`src/rtl/inv_chain_pipe.sv`:
```
// Registered DEPTH-stage pass/invert chain with a synchronous ring-oscillator mode.
// Latency: DEPTH-1 cycles from input accept to out_valid; 1 word/cycle throughput.
// Backpressure: whole chain stalls when out_valid & !out_ready; in_ready drops with it.
module inv_chain_pipe #(
    parameter int WIDTH = 8,
    parameter int DEPTH = 5
) (
    input  logic             clk,
    input  logic             rst_n,
    input  logic [1:0]       mode,
    input  logic             in_valid,
    input  logic [WIDTH-1:0] in_data,
    output logic             in_ready,
    output logic             out_valid,
    output logic [WIDTH-1:0] out_data,
    input  logic             out_ready,
    output logic             ring_out,
    output logic             busy
);

    localparam int CW = $clog2(DEPTH) + 1;
    localparam logic [1:0] M_BUF  = 2'b00;
    localparam logic [1:0] M_INV  = 2'b01;
    localparam logic [1:0] M_LAST = 2'b10;
    localparam logic [1:0] M_RING = 2'b11;

    logic [DEPTH-1:0] vld;
    logic [DEPTH-1:0] vld_nxt;
    logic [WIDTH-1:0] dat     [DEPTH];
    logic [WIDTH-1:0] dat_nxt [DEPTH];
    logic [1:0]       active_mode;
    logic [1:0]       eff_mode;
    logic [CW-1:0]    cnt;
    logic             ring_q;
    logic             adv;
    logic             fire;

    function automatic logic [WIDTH-1:0] stage_op(input logic [1:0] m, input logic last,
                                                  input logic [WIDTH-1:0] x);
        logic [WIDTH-1:0] r;
        r = x;
        case (m)
            M_INV:   r = ~x;
            M_LAST:  r = last ? ~x : x;
            default: r = x;
        endcase
        return r;
    endfunction

    assign busy      = |vld;
    // Mode is frozen while words are in flight so each word finishes under its entry mode.
    assign eff_mode  = busy ? active_mode : mode;
    assign out_valid = vld[DEPTH-1];
    assign out_data  = dat[DEPTH-1];
    assign adv       = !out_valid || out_ready;
    assign in_ready  = adv && (eff_mode != M_RING);
    assign fire      = in_valid && in_ready;
    assign ring_out  = ring_q;

    always_comb begin
        vld_nxt = vld;
        for (int k = 0; k < DEPTH; k++) begin
            dat_nxt[k] = dat[k];
        end
        if (adv) begin
            vld_nxt[0] = fire;
            dat_nxt[0] = fire ? stage_op(eff_mode, DEPTH == 1, in_data) : '0;
            // Bubbles shift as zeros so an invalid stage never carries stale or inverted data.
            for (int k = 1; k < DEPTH; k++) begin
                vld_nxt[k] = vld[k-1];
                dat_nxt[k] = vld[k-1] ? stage_op(eff_mode, k == DEPTH - 1, dat[k-1]) : '0;
            end
        end
    end

    always_ff @(posedge clk) begin
        if (!rst_n) begin
            vld <= '0;
            for (int k = 0; k < DEPTH; k++) begin
                dat[k] <= '0;
            end
        end else begin
            vld <= vld_nxt;
            for (int k = 0; k < DEPTH; k++) begin
                dat[k] <= dat_nxt[k];
            end
        end
    end

    always_ff @(posedge clk) begin
        if (!rst_n) begin
            active_mode <= M_BUF;
        end else if (!busy) begin
            active_mode <= mode;
        end
    end

    // Half-period of DEPTH clocks mimics an odd-length inverter ring.
    always_ff @(posedge clk) begin
        if (!rst_n) begin
            cnt    <= '0;
            ring_q <= 1'b0;
        end else if (eff_mode == M_RING) begin
            if (cnt == CW'(DEPTH - 1)) begin
                cnt    <= '0;
                ring_q <= ~ring_q;
            end else begin
                cnt <= cnt + 1'b1;
            end
        end else begin
            cnt    <= '0;
            ring_q <= 1'b0;
        end
    end

endmodule

```
`config.mk`:
```
export PLATFORM = sky130hd
export DESIGN_NAME = inv_chain_pipe
export DESIGN_NICKNAME = d
export VERILOG_FILES = /design/src/rtl/inv_chain_pipe.sv
export SDC_FILE = /design/constraint.sdc
export NUM_CORES = 1
export LEC_CHECK = 0
export ABC_AREA = 1
export CORE_UTILIZATION = 36
export DETAILED_ROUTE_END_ITERATION = 7
export GPL_ROUTABILITY_DRIVEN = 0
export GPL_TIMING_DRIVEN = 0
export SLEW_MARGIN = 40
export SYNTH_ARGS = -nofsm -noshare
export SYNTH_HDL_FRONTEND = slang
export SYNTH_SLANG_ARGS = --single-unit
```
`constraint.sdc`:
```
create_clock -name clk -period 5 [get_ports clk]
set_input_delay 1 -clock clk [delete_from_list [all_inputs] [get_ports clk]]
set_output_delay 1 -clock clk [all_outputs]
set_load 0.05 [all_outputs]
```
==> summary.txt, run 1 <==
Clock network
  • Post-CTS setup buffer count: 0
  • Post-CTS sizing: 0
  • H-tree depth: 2
  • Root buf cell: clkbuf_8
  • TritonCTS buffer count: 5
  • CTS tree: done
  • Clock buffer depth: 2
  • CTS Hold Buffers Added: 0
  • Clk_lat worst skew: 0.30 ns
  • Num Clock Sinks: 52
  • Worst-path clk slew: 0.09 ns

Timing
  • # setup viols final: 0
  • Final min period: between 3 and 4 ns
  • Max transition margin: 0.671
  • Worst Skew: between 0.008 and 0.009 ns
  • RSZ-0062 raised after global routing: no
  • Max Fclk: about 260 MHz
  • Final Cycle Share: 0.769
  • Pins over their slew limit: 0
  • Final Hold Vio Count: 0
  • Setup WS post-layout: around 1.2 ns
  • Least-Margin Pin Slew: around 0.49 ns
  • Setup TNS: 0 ns
  • Worst hold slack: between 0.4 and 0.5 ns

Floorplan
  • Die area: 7930 um2
  • CORE AREA: about 7300 um2
  • Chip width: 89.0 um
  • Core Rows: 31
  • Height of the die: ~89 um
  • I/O pin count: 26
  • Starting Density: 0.374

Power and ir drop
  • Total power: about 890 uW
  • VDD IR max: 0.109 mV
  • Pwr/cell area: ~280 nW/um2
  • P_leak: between 1 and 1.5 nW

Yosys
  • Post-synth cell types: 24
  • Number of synthesized flops with an enable pin: 0
  • Synth area leader: dfxtp_1
  • Seq cells post-synth: 52
  • Asr flop ratio synth: 0
  • Synthesis Warnings: 0
  • Syn Std Cell Area: roughly 2700 um2
  • Ys flop type: dfxtp_1
  • Synth Instances: about 340
  • Net Count, Synth: between 300 and 400
  • Register area share after synthesis: 0.382
  • Most frequent cell after synthesis: nand2_1
  • Mean Syn Cell Area: approximately 8.1 um2
  • Area contributors post-synth: dfxtp_1 38%, xor2_1 10%, a21oi_2 9.3%, nand2_1 9.2%, nand2_2 6.7%
  • Most common library cells after synthesis: 67 x nand2_1, 52 x dfxtp_1, 42 x nor2_1, 32 x inv_1, 32 x xor2_1
  • Synth top area share: 0.382

Place
  • I/O Buffers: 25
  • DP Cell Count: between 400 and 500
  • Post-DP HPWL: between 3000 and 4000 um
  • Pre-CTS WS: roughly 1.1 ns

Layout
  • P&R area growth vs syn: 17.8%
  • Share of layout cells above drive strength 1: 0.252
  • Filler Cell Count: about 800
  • Area of the multi-input gates: 1360 um2
  • Register Area: 1040 um2
  • Nets: around 390
  • # diodes: 0
  • Final std cells w/o fill: 468

Route
  • Routed wire length: about 4400 um
  • 1st-iter DRT viols: 32
  • Post-route ant nets: 0
  • Routed vias: ~2000
  • DRC viols: 0
  • DR vias/cell: about 4.2
  • Wire per inst: around 9.4 um
  • First-pass iteration count of the detailed router: 4

Run status
  • Status: finished clean

Setup path
  • Startpoint Class: input pin
  • Crit Path Category: input pin to primary output
  • Required @ worst endpoint: 4.00 ns
  • Crit-path max FO: 3
  • Slowest library cell on the worst path: clkdlybuf4s50_1
  • Critical path arrival: 2.84 ns
  • CP cell instances: clkdlybuf4s50_1 > inv_1 > nand4_1 > nand2_1 > inv_1 > ha_1 > nor2_1 > clkdlybuf4s50_1
  • Setup crit end kind: primary output
  • Worst path buffer plus inverter count: 4
  • CP top delay family: buffers and inverters
  • Slowest stage delay, CP: ~0.80 ns

GRT
  • Global-route wire length before repair: approximately 7900 um
  • Antenna violations before repair: 0
  • Largest net degree at the start of global routing: 17
  • Total grt overflow: 0
  • Vias in the first global route: roughly 1800
  • Gr usage total: 0.131

Flow run
  • Max-cap viol count: 0

Worst hold path
  • Hold crit path type: register to register
==> path summary, 6_finish.rpt <==
kind	slack (ns)	startpoint	cells after the start	end
max	1.16	mode[1]	8	in_ready
min	0.47	dat[0][38]$_SDFFE_PN0P_	2	dat[0][38]$_SDFFE_PN0P_
max reg2reg	3.11	vld[4]$_SDFFE_PN0P_	10	dat[0][3]$_SDFFE_PN0P_
min reg2reg	0.47	dat[0][38]$_SDFFE_PN0P_	2	dat[0][38]$_SDFFE_PN0P_
==> cell families after synthesis <==
logic type / count (synthesis) / share of synthesized area
buf+inv: 56 / 0.120
fa+ha+maj: 4 / 0.0184
flops: 52 / 0.382
compound gates: 41 / 0.118
simple gates: 150 / 0.256
xor+xnor: 33 / 0.106
==> cells in the final DEF, fill, tap and decap left out <==
master	count
nand2_1	67
dfxtp_1	52
nor2_1	42
inv_1	32
xor2_1	32
nand2_2	29
a21oi_2	29
clkdlybuf4s50_1	25
buf_4	11
a21oi_1	8
buf_2	6
clkbuf_8	5
nand3_1	4
buf_12	4
ha_1	4
nand4_1	3
o21a_1	3
nor2_8	2
nand2_4	1
inv_4	1
clkinv_1	1
clkbuf_1	1
xnor2_1	1
nor2_4	1
nor2_2	1
o21ai_0	1
bufinv_16	1
clkinv_2	1
clkinvlp_4	1
==> worst reg2reg max path, stage by stage, from the launching register on <==
cell and delay (ns):
dfxtp_1 0.35, nor2_1 0.21, nand3_1 0.15, nand2_1 0.10
nand2_1 0.09, ha_1 0.23, inv_1 0.06, nand3_1 0.31
nor2_1 0.20, nor2_1 0.05, nor2_1 0.08
==> metal layers <==
metal  wire [um]  global-route usage  vias to the layer above
met5           0                   0                        -
met4          66              0.0563                        0
met3         106              0.0277                        5
met2        2060               0.231                       26
met1        2150               0.156                      839
li1            -                   -                     1084
==> sequential cells by signal, summed over array words and instances, names as in the netlist <==
| name | cells |
|---|---|
| active_mode | 2 |
| cnt | 4 |
| dat | 40 |
| ring_out | 1 |
| vld | 5 |
==> power breakdown <==
part           leakage [nW]  internal, mW  switching [mW]
clock                0.0541         0.148           0.138
combinational         0.873        0.0662           0.100
sequential            0.421         0.427         0.00840
total                  1.35         0.642           0.247
==> through the flow <==
stage | area [um2] | utilization
6_report | 3210 | 0.440
5_1_grt | 3210 | 0.440
4_1_cts | 3210 | 0.440
3_5_place_dp | 3100 | 0.425
3_3_place_gp | 3100 | 0.425
2_1_floorplan | 2730 | -
==> area by class of cell <==
| cell class | instances | share of cell area |
|---|---|---|
| clock inverter | 3 | 0.0132 |
| clock buffer | 5 | 0.0214 |
| timing repair buffer | 25 | 0.0779 |
| tap | 99 | 0.0386 |
| buffer | 22 | 0.0612 |
| multi-input combinational | 228 | 0.423 |
| sequential | 52 | 0.324 |
| inverter | 34 | 0.0405 |
(Power assumes the default switching activity.)
==> inputs of run 2 (changes only) <==
==> constraint.sdc (replaced) <==
create_clock -name clk -period 3.35 [get_ports clk]
set_input_delay 0.67 -clock clk [delete_from_list [all_inputs] [get_ports clk]]
set_output_delay 0.67 -clock clk [all_outputs]
set_load 0.05 [all_outputs]
==> results of run 2 <==
The final DEF is identical to that of run 1. Status: finished clean.
Among the figures that moved: setup slack after placement 1.15 ns -> 0.157 ns; setup slack after layout 1.16 ns -> 0.166 ns; register-to-register setup slack 3.11 ns -> 1.46 ns; total power 0.889 mW -> 1.33 mW; worst IR drop on VDD 0.109 mV -> 0.162 mV
